## src/rtl/waveform_dm_cmd_ctrl_pkg.sv

```systemverilog
// Shared definitions for the waveform datamover command controller.
// Holds the command/status field layout, channel FSM states and the status codes.
package waveform_dm_cmd_ctrl_pkg;
    localparam int CMD_W = 72;
    localparam int STS_W = 8;
    localparam int TAG_W = 4;
    localparam int BTT_W = 23;

    localparam int CMD_BTT_LSB  = 0;
    localparam int CMD_TYPE_BIT = 23;
    localparam int CMD_EOF_BIT  = 30;
    localparam int CMD_ADDR_LSB = 32;
    localparam int CMD_TAG_LSB  = 64;

    localparam int STS_OKAY_BIT = 7;
    localparam int STS_ERR_MSB  = 6;
    localparam int STS_ERR_LSB  = 4;
    localparam int STS_TAG_MSB  = 3;
    localparam int STS_TAG_LSB  = 0;

    localparam logic [STS_W-1:0] STS_TIMEOUT = 8'hFF;
    localparam logic [STS_W-1:0] STS_REJECT  = 8'h00;

    typedef enum logic [1:0] {ST_IDLE, ST_CMD, ST_STS} state_e;

    // INCR burst with EOF set; reserved fields stay zero.
    function automatic logic [CMD_W-1:0] build_cmd(input logic [31:0] addr,
                                                   input logic [BTT_W-1:0] btt,
                                                   input logic [TAG_W-1:0] tag);
        logic [CMD_W-1:0] c;
        c = '0;
        c[CMD_BTT_LSB +: BTT_W] = btt;
        c[CMD_TYPE_BIT]         = 1'b1;
        c[CMD_EOF_BIT]          = 1'b1;
        c[CMD_ADDR_LSB +: 32]   = addr;
        c[CMD_TAG_LSB +: TAG_W] = tag;
        return c;
    endfunction
endpackage

```

## src/rtl/waveform_dm_cmd_ctrl_if.sv

```systemverilog
// Datamover command + status stream pair for one channel.
// master = controller side, slave = datamover side.
interface waveform_dm_cmd_ctrl_if;
    import waveform_dm_cmd_ctrl_pkg::*;

    logic [CMD_W-1:0] cmd_tdata;
    logic             cmd_tvalid;
    logic             cmd_tready;
    logic [STS_W-1:0] sts_tdata;
    logic             sts_tkeep;
    logic             sts_tlast;
    logic             sts_tvalid;
    logic             sts_tready;

    modport master (
        output cmd_tdata, cmd_tvalid, sts_tready,
        input  cmd_tready, sts_tdata, sts_tkeep, sts_tlast, sts_tvalid
    );
    modport slave (
        input  cmd_tdata, cmd_tvalid, sts_tready,
        output cmd_tready, sts_tdata, sts_tkeep, sts_tlast, sts_tvalid
    );
endinterface

```

## src/rtl/waveform_dm_cmd_ctrl_dm_cmd_channel.sv

```systemverilog
// One datamover channel: validates a request, issues the tagged command,
// then waits (bounded) for the matching status beat.
module dm_cmd_channel
    import waveform_dm_cmd_ctrl_pkg::*;
#(
    parameter int TIMEOUT_CYC = 65535,
    parameter int BRAM_AW     = 18
) (
    input  logic                   clk_in1,
    input  logic                   aresetn,
    input  logic                   req,
    input  logic [31:0]            addr,
    input  logic [BTT_W-1:0]       btt,
    input  logic                   err_clr,
    output logic                   busy,
    output logic                   done,
    output logic [STS_W-1:0]       sts,
    output logic                   err,
    waveform_dm_cmd_ctrl_if.master dm
);
    localparam int TO_W = (TIMEOUT_CYC > 1) ? $clog2(TIMEOUT_CYC) : 1;
    localparam logic [TO_W-1:0] TO_LAST = TO_W'(TIMEOUT_CYC - 1);
    // Wide enough that neither the window offset nor btt itself can wrap.
    localparam int SUM_W = (BRAM_AW + 1 > BTT_W + 1) ? BRAM_AW + 1 : BTT_W + 1;

    state_e           state_q, state_d;
    logic [CMD_W-1:0] cmd_q, cmd_d;
    logic [TAG_W-1:0] tag_q, tag_d;
    logic [TO_W-1:0]  cnt_q, cnt_d;
    logic [STS_W-1:0] sts_q, sts_d;
    logic             done_q, done_d;
    logic             err_q, err_d;
    logic             err_set;

    logic [SUM_W-1:0] end_addr;
    logic             req_ok;
    logic             sts_bad;
    logic             unused_sts_side;

    assign end_addr = SUM_W'(addr[BRAM_AW-1:0]) + SUM_W'(btt);
    assign req_ok   = (btt != '0) && (addr[1:0] == 2'b00) && (addr[31:BRAM_AW] == '0)
                   && (end_addr <= (SUM_W'(1) << BRAM_AW));
    assign sts_bad  = !dm.sts_tdata[STS_OKAY_BIT]
                   || (dm.sts_tdata[STS_ERR_MSB:STS_ERR_LSB] != '0)
                   || (dm.sts_tdata[STS_TAG_MSB:STS_TAG_LSB] != cmd_q[CMD_TAG_LSB +: TAG_W]);
    assign unused_sts_side = &{1'b0, dm.sts_tkeep, dm.sts_tlast};

    always_comb begin
        state_d = state_q;
        cmd_d   = cmd_q;
        tag_d   = tag_q;
        cnt_d   = cnt_q;
        sts_d   = sts_q;
        done_d  = 1'b0;
        err_set = 1'b0;
        case (state_q)
            ST_IDLE: begin
                if (req) begin
                    if (req_ok) begin
                        cmd_d   = build_cmd(addr, btt, tag_q);
                        state_d = ST_CMD;
                    end else begin
                        err_set = 1'b1;
                        sts_d   = STS_REJECT;
                        done_d  = 1'b1;
                    end
                end
            end
            ST_CMD: begin
                if (dm.cmd_tready) begin
                    state_d = ST_STS;
                    tag_d   = tag_q + 1'b1;
                    cnt_d   = '0;
                end
            end
            ST_STS: begin
                if (dm.sts_tvalid) begin
                    sts_d   = dm.sts_tdata;
                    err_set = sts_bad;
                    done_d  = 1'b1;
                    state_d = ST_IDLE;
                end else if (cnt_q == TO_LAST) begin
                    sts_d   = STS_TIMEOUT;
                    err_set = 1'b1;
                    done_d  = 1'b1;
                    state_d = ST_IDLE;
                end else begin
                    cnt_d = cnt_q + 1'b1;
                end
            end
            default: state_d = ST_IDLE;
        endcase
        // A new error in the same cycle as err_clr keeps the flag set.
        err_d = err_set | (err_q & ~err_clr);
    end

    always_ff @(posedge clk_in1) begin
        if (!aresetn) begin
            state_q <= ST_IDLE;
            cmd_q   <= '0;
            tag_q   <= '0;
            cnt_q   <= '0;
            sts_q   <= '0;
            done_q  <= 1'b0;
            err_q   <= 1'b0;
        end else begin
            state_q <= state_d;
            cmd_q   <= cmd_d;
            tag_q   <= tag_d;
            cnt_q   <= cnt_d;
            sts_q   <= sts_d;
            done_q  <= done_d;
            err_q   <= err_d;
        end
    end

    assign dm.cmd_tdata  = cmd_q;
    assign dm.cmd_tvalid = (state_q == ST_CMD);
    assign dm.sts_tready = (state_q == ST_STS);
    assign busy          = (state_q != ST_IDLE);
    assign done          = done_q;
    assign sts           = sts_q;
    assign err           = err_q;
endmodule

```

## src/rtl/waveform_dm_cmd_ctrl.sv

```systemverilog
// Waveform BRAM datamover command controller: independent S2MM (load) and
// MM2S (play) command/status channels sharing one clock and reset.
module waveform_dm_cmd_ctrl
    import waveform_dm_cmd_ctrl_pkg::*;
#(
    parameter int TIMEOUT_CYC = 65535,
    parameter int BRAM_AW     = 18
) (
    input  logic                   clk_in1,
    input  logic                   aresetn,
    input  logic                   wr_req,
    input  logic [31:0]            wr_addr,
    input  logic [BTT_W-1:0]       wr_btt,
    input  logic                   rd_req,
    input  logic [31:0]            rd_addr,
    input  logic [BTT_W-1:0]       rd_btt,
    input  logic                   err_clr,
    output logic                   wr_busy,
    output logic                   wr_done,
    output logic [STS_W-1:0]       wr_sts,
    output logic                   wr_err,
    output logic                   rd_busy,
    output logic                   rd_done,
    output logic [STS_W-1:0]       rd_sts,
    output logic                   rd_err,
    waveform_dm_cmd_ctrl_if.master s2mm,
    waveform_dm_cmd_ctrl_if.master mm2s
);
    dm_cmd_channel #(.TIMEOUT_CYC(TIMEOUT_CYC), .BRAM_AW(BRAM_AW)) u_s2mm (
        .clk_in1 (clk_in1),
        .aresetn (aresetn),
        .req     (wr_req),
        .addr    (wr_addr),
        .btt     (wr_btt),
        .err_clr (err_clr),
        .busy    (wr_busy),
        .done    (wr_done),
        .sts     (wr_sts),
        .err     (wr_err),
        .dm      (s2mm)
    );

    dm_cmd_channel #(.TIMEOUT_CYC(TIMEOUT_CYC), .BRAM_AW(BRAM_AW)) u_mm2s (
        .clk_in1 (clk_in1),
        .aresetn (aresetn),
        .req     (rd_req),
        .addr    (rd_addr),
        .btt     (rd_btt),
        .err_clr (err_clr),
        .busy    (rd_busy),
        .done    (rd_done),
        .sts     (rd_sts),
        .err     (rd_err),
        .dm      (mm2s)
    );
endmodule

```

## src/flat_wrapper.sv

```systemverilog
// flat-port wrapper written by rule: the top's interface ports become plain ports
module waveform_dm_cmd_ctrl_flat import waveform_dm_cmd_ctrl_pkg::*;
#(
    parameter int TIMEOUT_CYC = 65535,
    parameter int BRAM_AW     = 18
)
  (clk_in1, aresetn, wr_req, wr_addr, wr_btt, rd_req, rd_addr, rd_btt, err_clr, wr_busy, wr_done, wr_sts, wr_err, rd_busy, rd_done, rd_sts, rd_err, s2mm_cmd_tdata, s2mm_cmd_tvalid, s2mm_sts_tready, s2mm_cmd_tready, s2mm_sts_tdata, s2mm_sts_tkeep, s2mm_sts_tlast, s2mm_sts_tvalid, mm2s_cmd_tdata, mm2s_cmd_tvalid, mm2s_sts_tready, mm2s_cmd_tready, mm2s_sts_tdata, mm2s_sts_tkeep, mm2s_sts_tlast, mm2s_sts_tvalid);
  waveform_dm_cmd_ctrl_if s2mm_i ();
  waveform_dm_cmd_ctrl_if mm2s_i ();
  input  logic clk_in1;
  input  logic aresetn;
  input  logic wr_req;
  input  logic [31:0] wr_addr;
  input  logic [BTT_W-1:0] wr_btt;
  input  logic rd_req;
  input  logic [31:0] rd_addr;
  input  logic [BTT_W-1:0] rd_btt;
  input  logic err_clr;
  output logic wr_busy;
  output logic wr_done;
  output logic [STS_W-1:0] wr_sts;
  output logic wr_err;
  output logic rd_busy;
  output logic rd_done;
  output logic [STS_W-1:0] rd_sts;
  output logic rd_err;
  output wire logic [$bits(s2mm_i.cmd_tdata)-1:0] s2mm_cmd_tdata;
  output wire logic [$bits(s2mm_i.cmd_tvalid)-1:0] s2mm_cmd_tvalid;
  output wire logic [$bits(s2mm_i.sts_tready)-1:0] s2mm_sts_tready;
  input wire logic [$bits(s2mm_i.cmd_tready)-1:0] s2mm_cmd_tready;
  input wire logic [$bits(s2mm_i.sts_tdata)-1:0] s2mm_sts_tdata;
  input wire logic [$bits(s2mm_i.sts_tkeep)-1:0] s2mm_sts_tkeep;
  input wire logic [$bits(s2mm_i.sts_tlast)-1:0] s2mm_sts_tlast;
  input wire logic [$bits(s2mm_i.sts_tvalid)-1:0] s2mm_sts_tvalid;
  output wire logic [$bits(mm2s_i.cmd_tdata)-1:0] mm2s_cmd_tdata;
  output wire logic [$bits(mm2s_i.cmd_tvalid)-1:0] mm2s_cmd_tvalid;
  output wire logic [$bits(mm2s_i.sts_tready)-1:0] mm2s_sts_tready;
  input wire logic [$bits(mm2s_i.cmd_tready)-1:0] mm2s_cmd_tready;
  input wire logic [$bits(mm2s_i.sts_tdata)-1:0] mm2s_sts_tdata;
  input wire logic [$bits(mm2s_i.sts_tkeep)-1:0] mm2s_sts_tkeep;
  input wire logic [$bits(mm2s_i.sts_tlast)-1:0] mm2s_sts_tlast;
  input wire logic [$bits(mm2s_i.sts_tvalid)-1:0] mm2s_sts_tvalid;
  assign s2mm_cmd_tdata = s2mm_i.cmd_tdata;
  assign s2mm_cmd_tvalid = s2mm_i.cmd_tvalid;
  assign s2mm_sts_tready = s2mm_i.sts_tready;
  assign s2mm_i.cmd_tready = s2mm_cmd_tready;
  assign s2mm_i.sts_tdata = s2mm_sts_tdata;
  assign s2mm_i.sts_tkeep = s2mm_sts_tkeep;
  assign s2mm_i.sts_tlast = s2mm_sts_tlast;
  assign s2mm_i.sts_tvalid = s2mm_sts_tvalid;
  assign mm2s_cmd_tdata = mm2s_i.cmd_tdata;
  assign mm2s_cmd_tvalid = mm2s_i.cmd_tvalid;
  assign mm2s_sts_tready = mm2s_i.sts_tready;
  assign mm2s_i.cmd_tready = mm2s_cmd_tready;
  assign mm2s_i.sts_tdata = mm2s_sts_tdata;
  assign mm2s_i.sts_tkeep = mm2s_sts_tkeep;
  assign mm2s_i.sts_tlast = mm2s_sts_tlast;
  assign mm2s_i.sts_tvalid = mm2s_sts_tvalid;
  waveform_dm_cmd_ctrl #(.TIMEOUT_CYC(TIMEOUT_CYC), .BRAM_AW(BRAM_AW)) u_core (.clk_in1(clk_in1), .aresetn(aresetn), .wr_req(wr_req), .wr_addr(wr_addr), .wr_btt(wr_btt), .rd_req(rd_req), .rd_addr(rd_addr), .rd_btt(rd_btt), .err_clr(err_clr), .wr_busy(wr_busy), .wr_done(wr_done), .wr_sts(wr_sts), .wr_err(wr_err), .rd_busy(rd_busy), .rd_done(rd_done), .rd_sts(rd_sts), .rd_err(rd_err), .s2mm(s2mm_i), .mm2s(mm2s_i));
endmodule
```

## config.mk

```make
export PLATFORM = sky130hd
export DESIGN_NAME = waveform_dm_cmd_ctrl_flat
export DESIGN_NICKNAME = d
export VERILOG_FILES = /design/src/rtl/waveform_dm_cmd_ctrl_pkg.sv /design/src/rtl/waveform_dm_cmd_ctrl_if.sv /design/src/rtl/waveform_dm_cmd_ctrl_dm_cmd_channel.sv /design/src/rtl/waveform_dm_cmd_ctrl.sv /design/src/flat_wrapper.sv
export SDC_FILE = /design/constraint.sdc
export NUM_CORES = 1
export LEC_CHECK = 0
export CAP_MARGIN = 20
export CORE_ASPECT_RATIO = 0.6
export CORE_MARGIN = 4
export CORE_UTILIZATION = 45
export DETAILED_ROUTE_END_ITERATION = 6
export PLACE_DENSITY_LB_ADDON = 0.08
export SLEW_MARGIN = 20
export SYNTH_ARGS = -nofsm -noshare
export SYNTH_HDL_FRONTEND = slang
export SYNTH_SLANG_ARGS = --single-unit
```

## constraint.sdc

```tcl
create_clock -name clk_in1 -period 5.1 [get_ports clk_in1]
set_input_delay 1.275 -clock clk_in1 [delete_from_list [all_inputs] [get_ports clk_in1]]
set_output_delay 1.275 -clock clk_in1 [all_outputs]
set_load 0.005 [all_outputs]
```

==> impl_metrics.json, run 1 <==
{
  "first_global_vias": 9977,
  "power.internal_uw": 2510,
  "rsz0062_at_grt": "false",
  "coreArea_um2": 22400,
  "cp.arrival_ps": 5290,
  "wl_um": 36500,
  "hold_class": "reg -> reg",
  "setup_viol": 0,
  "grt_pass1_wl_um": 56100,
  "cts.clk_slew.worst_paths_ps": 80,
  "p_leak_uw": 0.00561,
  "start_kind": "input port",
  "yosysSeqAreaShare_pct": 35.3,
  "synth_top_area_share_pct": 35.3,
  "rows": 42,
  "synth_top_family_by_area": "compound AO/OA/AOI/OAI gates",
  "crit_required_ps": 5440,
  "clock_skew_ps": 12.9,
  "syn_area_um2": 10400,
  "power_frac_comb_pct": 20.5,
  "fin_nets": 1703,
  "status": "complete, no violations",
  "slew_headroom_pct": 28.1,
  "synth_compound_area_share_pct": 24.7,
  "die_area_um2": 25800,
  "crit_type": "in -> reg",
  "cts_root_buffer": "clkbuf_16",
  "vias_per_cell": 5.81,
  "grt_max_degree": 68,
  "die_w_um": 205,
  "synth_seq_cells": 184,
  "ant_nets": 0,
  "path_max_fanout": 11,
  "crit_top_cell": "a2111o_1",
  "yosys.cell_types.count": 69,
  "slew_violations": 0,
  "synth_fa_ha_area_share_pct": 5.42,
  "drt_iter0_markers": 895,
  "syn2layout_area_growth_pct": 39.9,
  "io_pins": 309,
  "hold_buffers": 0,
  "detailed_place_hpwl_um": 27600,
  "power_uw": 3590,
  "synthXorXnorAreaFrac_pct": 5.46,
  "io_buffer_count": 282,
  "ir_drop_v": 0.000232,
  "p_per_area_nw_per_um2": 246,
  "holdWs_ps": 467,
  "fin_crit_ps": 4950,
  "synth_edf_count": 0,
  "slowest_delay_ps": 450,
  "clock_power_share_pct": 39.5,
  "synth_area_per_cell_um2": 8.60,
  "ys.flop_type": "dfxtp_1",
  "switching_share_pct": 30.0,
  "cts_made_buffers": 17,
  "gp_congestion": 0.946,
  "p_sw_uw": 1080,
  "fmax_mhz": 202,
  "yosys.area_share.simple_pct": 20.5,
  "crit_path_end_kind": "flip-flop",
  "clockBufferDepth": 2,
  "htreeDepth": 4,
  "drive_gt1_share_pct": 12.8,
  "yosys-top-cells-area": "dfxtp_1, a21oi_1, nand4_1",
  "maxCapViolations": 0,
  "vias": 10700,
  "grt_remaining_overflow": 0,
  "period_share_pct": 97.1,
  "cts_sinks": 184,
  "cts_tree": "yes",
  "yosysWarningCount": 0,
  "worst_pin_slew_ps": 1070,
  "n_antenna_cell": 0,
  "drc": 0,
  "start_util_pct": 46.6,
  "drt_pre_antenna_iters": 6,
  "crit_chain": "clkdlybuf4s50_1, ha_2, fa_2, a21o_1, a221o_1, a2111o_1, o31a_1, a2111o_1, or4_4, buf_4, o31ai_4, nand3_2, buf_6, and3_1",
  "muxShareOfSynthArea_pct": 1.28,
  "async_flop_share_pct": 0,
  "antenna_found_initial": 0,
  "grtUsageTotal_pct": 26.9,
  "hold_viol_final": 0,
  "synth_top_cell_by_area": "dfxtp_1",
  "clkLatencyLatePin_ps": 440,
  "die_h_um": 126,
  "wl_per_cell_um": 19.8,
  "p_seq_share_pct": 40.1,
  "synthCells": 1213,
  "cp_slowest_cell": "clkdlybuf4s50_1"
}
[worst paths after layout]
| kind | depth (start not counted) | slack (ps) | from | endpoint |
|---|---|---|---|---|
| worst max-delay path | 14 | 150 | rd_btt[0] | u_core.u_mm2s.dm.cmd_tdata[33] |
| worst min-delay path | 2 | 470 | u_core.u_s2mm.dm.cmd_tdata[18] | u_core.u_s2mm.dm.cmd_tdata[18] |
| worst max register to register | 8 | 2360 | u_core.u_mm2s.state_q[0] | u_core.u_mm2s.cnt_q[15] |
| worst min register to register | 2 | 470 | u_core.u_s2mm.dm.cmd_tdata[18] | u_core.u_s2mm.dm.cmd_tdata[18] |
[kinds of logic (layout without fill, tap and decap cells)]
| logic type | count (synthesis) | count (layout) |
|---|---|---|
| AOI/OAI and AO/OA | 359 | 359 |
| xor gates and xnor gates | 65 | 65 |
| adders and majority gates | 44 | 44 |
| buffers and inverters | 150 | 449 |
| DFF | 184 | 184 |
| muxes | 13 | 13 |
| other | 1 | 22 |
| and+or+nand+nor | 397 | 397 |
[registers in the layout, indices dropped and copies added, names as in the netlist, 2 cells and up]
register / cells
u_core.u_s2mm.sts: 8
u_core.u_s2mm.cnt_q: 16
u_core.u_mm2s.cnt_q: 16
u_core.u_mm2s.state_q: 2
u_core.u_s2mm.dm.cmd_tdata: 60
u_core.u_mm2s.sts: 8
u_core.u_mm2s.dm.cmd_tdata: 60
u_core.u_s2mm.state_q: 2
u_core.u_mm2s.tag_q: 4
u_core.u_s2mm.tag_q: 4
[cell usage in the layout, fill, tap and decap left out, types with 15 or more instances in the layout]
| cell type | n |
|---|---|
| clkdlybuf4s50_1 | 281 |
| dfxtp_1 | 184 |
| a21oi_1 | 133 |
| buf_4 | 95 |
| nand4_1 | 94 |
| nor2_1 | 72 |
| nand2_1 | 53 |
| and3_1 | 48 |
| o31ai_1 | 43 |
| xor2_1 | 41 |
| ha_1 | 41 |
| o31ai_2 | 39 |
| nand3_1 | 35 |
| o21ai_0 | 31 |
| inv_1 | 30 |
| nor4_1 | 26 |
| xnor2_1 | 24 |
| conb_1 | 22 |
| nor2b_1 | 19 |
| clkbuf_16 | 17 |
| a41o_1 | 16 |
| a21o_1 | 15 |
[through the flow]
step	instance area, µm²	instances	setup TNS [ps]	util, %	setup slack [ps]
after global placement	13900	1807	-32110	62.2	-314
after floorplan	10500	1234	0	-	379
after detailed placement	13900	1807	-29760	62.2	-347
final	14600	1841	0	65.2	148
after CTS	14500	1839	0	64.9	117
after global routing	14600	1841	0	65.2	20.0
[area by class of cell]
class,instances,area [µm²]
fillers,1948,7790
multi-input cells,900,6120
flip-flops and latches,184,3680
repair buffers,386,3670
clock buffers,18,439
well taps,308,385
clock inverters,14,176
inverters,31,118
[synth_stat cells, types with 4 or more instances]
cell	count
a2111oi_0	4
a211oi_1	4
a21boi_0	4
a21o_1	15
a21oi_1	134
a31oi_1	9
a41o_1	16
a41oi_1	5
and2_1	7
and3_1	48
buf_12	4
buf_2	12
buf_4	26
clkbuf_1	72
dfxtp_1	184
ha_1	42
inv_1	31
mux2i_1	10
nand2_1	54
nand2b_1	11
nand3_1	36
nand4_1	94
nor2_1	72
nor2b_1	19
nor3_1	14
nor4_1	26
o211ai_1	9
o21a_1	6
o21ai_0	31
o21ai_1	4
o31a_1	5
o31ai_1	44
o31ai_2	39
xnor2_1	24
xor2_1	41
[worst max-delay path: cells and delay by family]
family                     cells  cell delay (ps)
buffers and inverters          3              850
and+or+nand+nor                3              830
AOI/OAI and AO/OA              6             1760
adders and majority gates      2              560
[timing repair]
action                     in CTS  in global routing
hold endpoints to repair        0                  0
resized for setup               0                 13
setup endpoints to repair       0                 99
setup buffers                   0                  1
[power groups by stage]
stage	clock, µW	sequential (µW)	combinational, µW
finish	1420	1440	734
global route	1490	1440	789
CTS	1440	1440	710
global placement	0	1470	698
detailed placement	0	1470	705
floorplan	0	1470	415
[per-layer routing]
metal  track usage [%]  vias up  routed length, µm
met1              43.6     5107              18600
met5                 0        -                  0
li1                  -     5134                  -
met3              7.07       31               3190
met4              5.91        0                440
met2              34.9      428              14200
No activity file was read; power rests on OpenSTA's default activity.
==> inputs of run 2 (changes only) <==
- CAP_MARGIN: 20 -> default
==> results of run 2 <==
Final layout, timing and power as in run 1 (identical DEF).
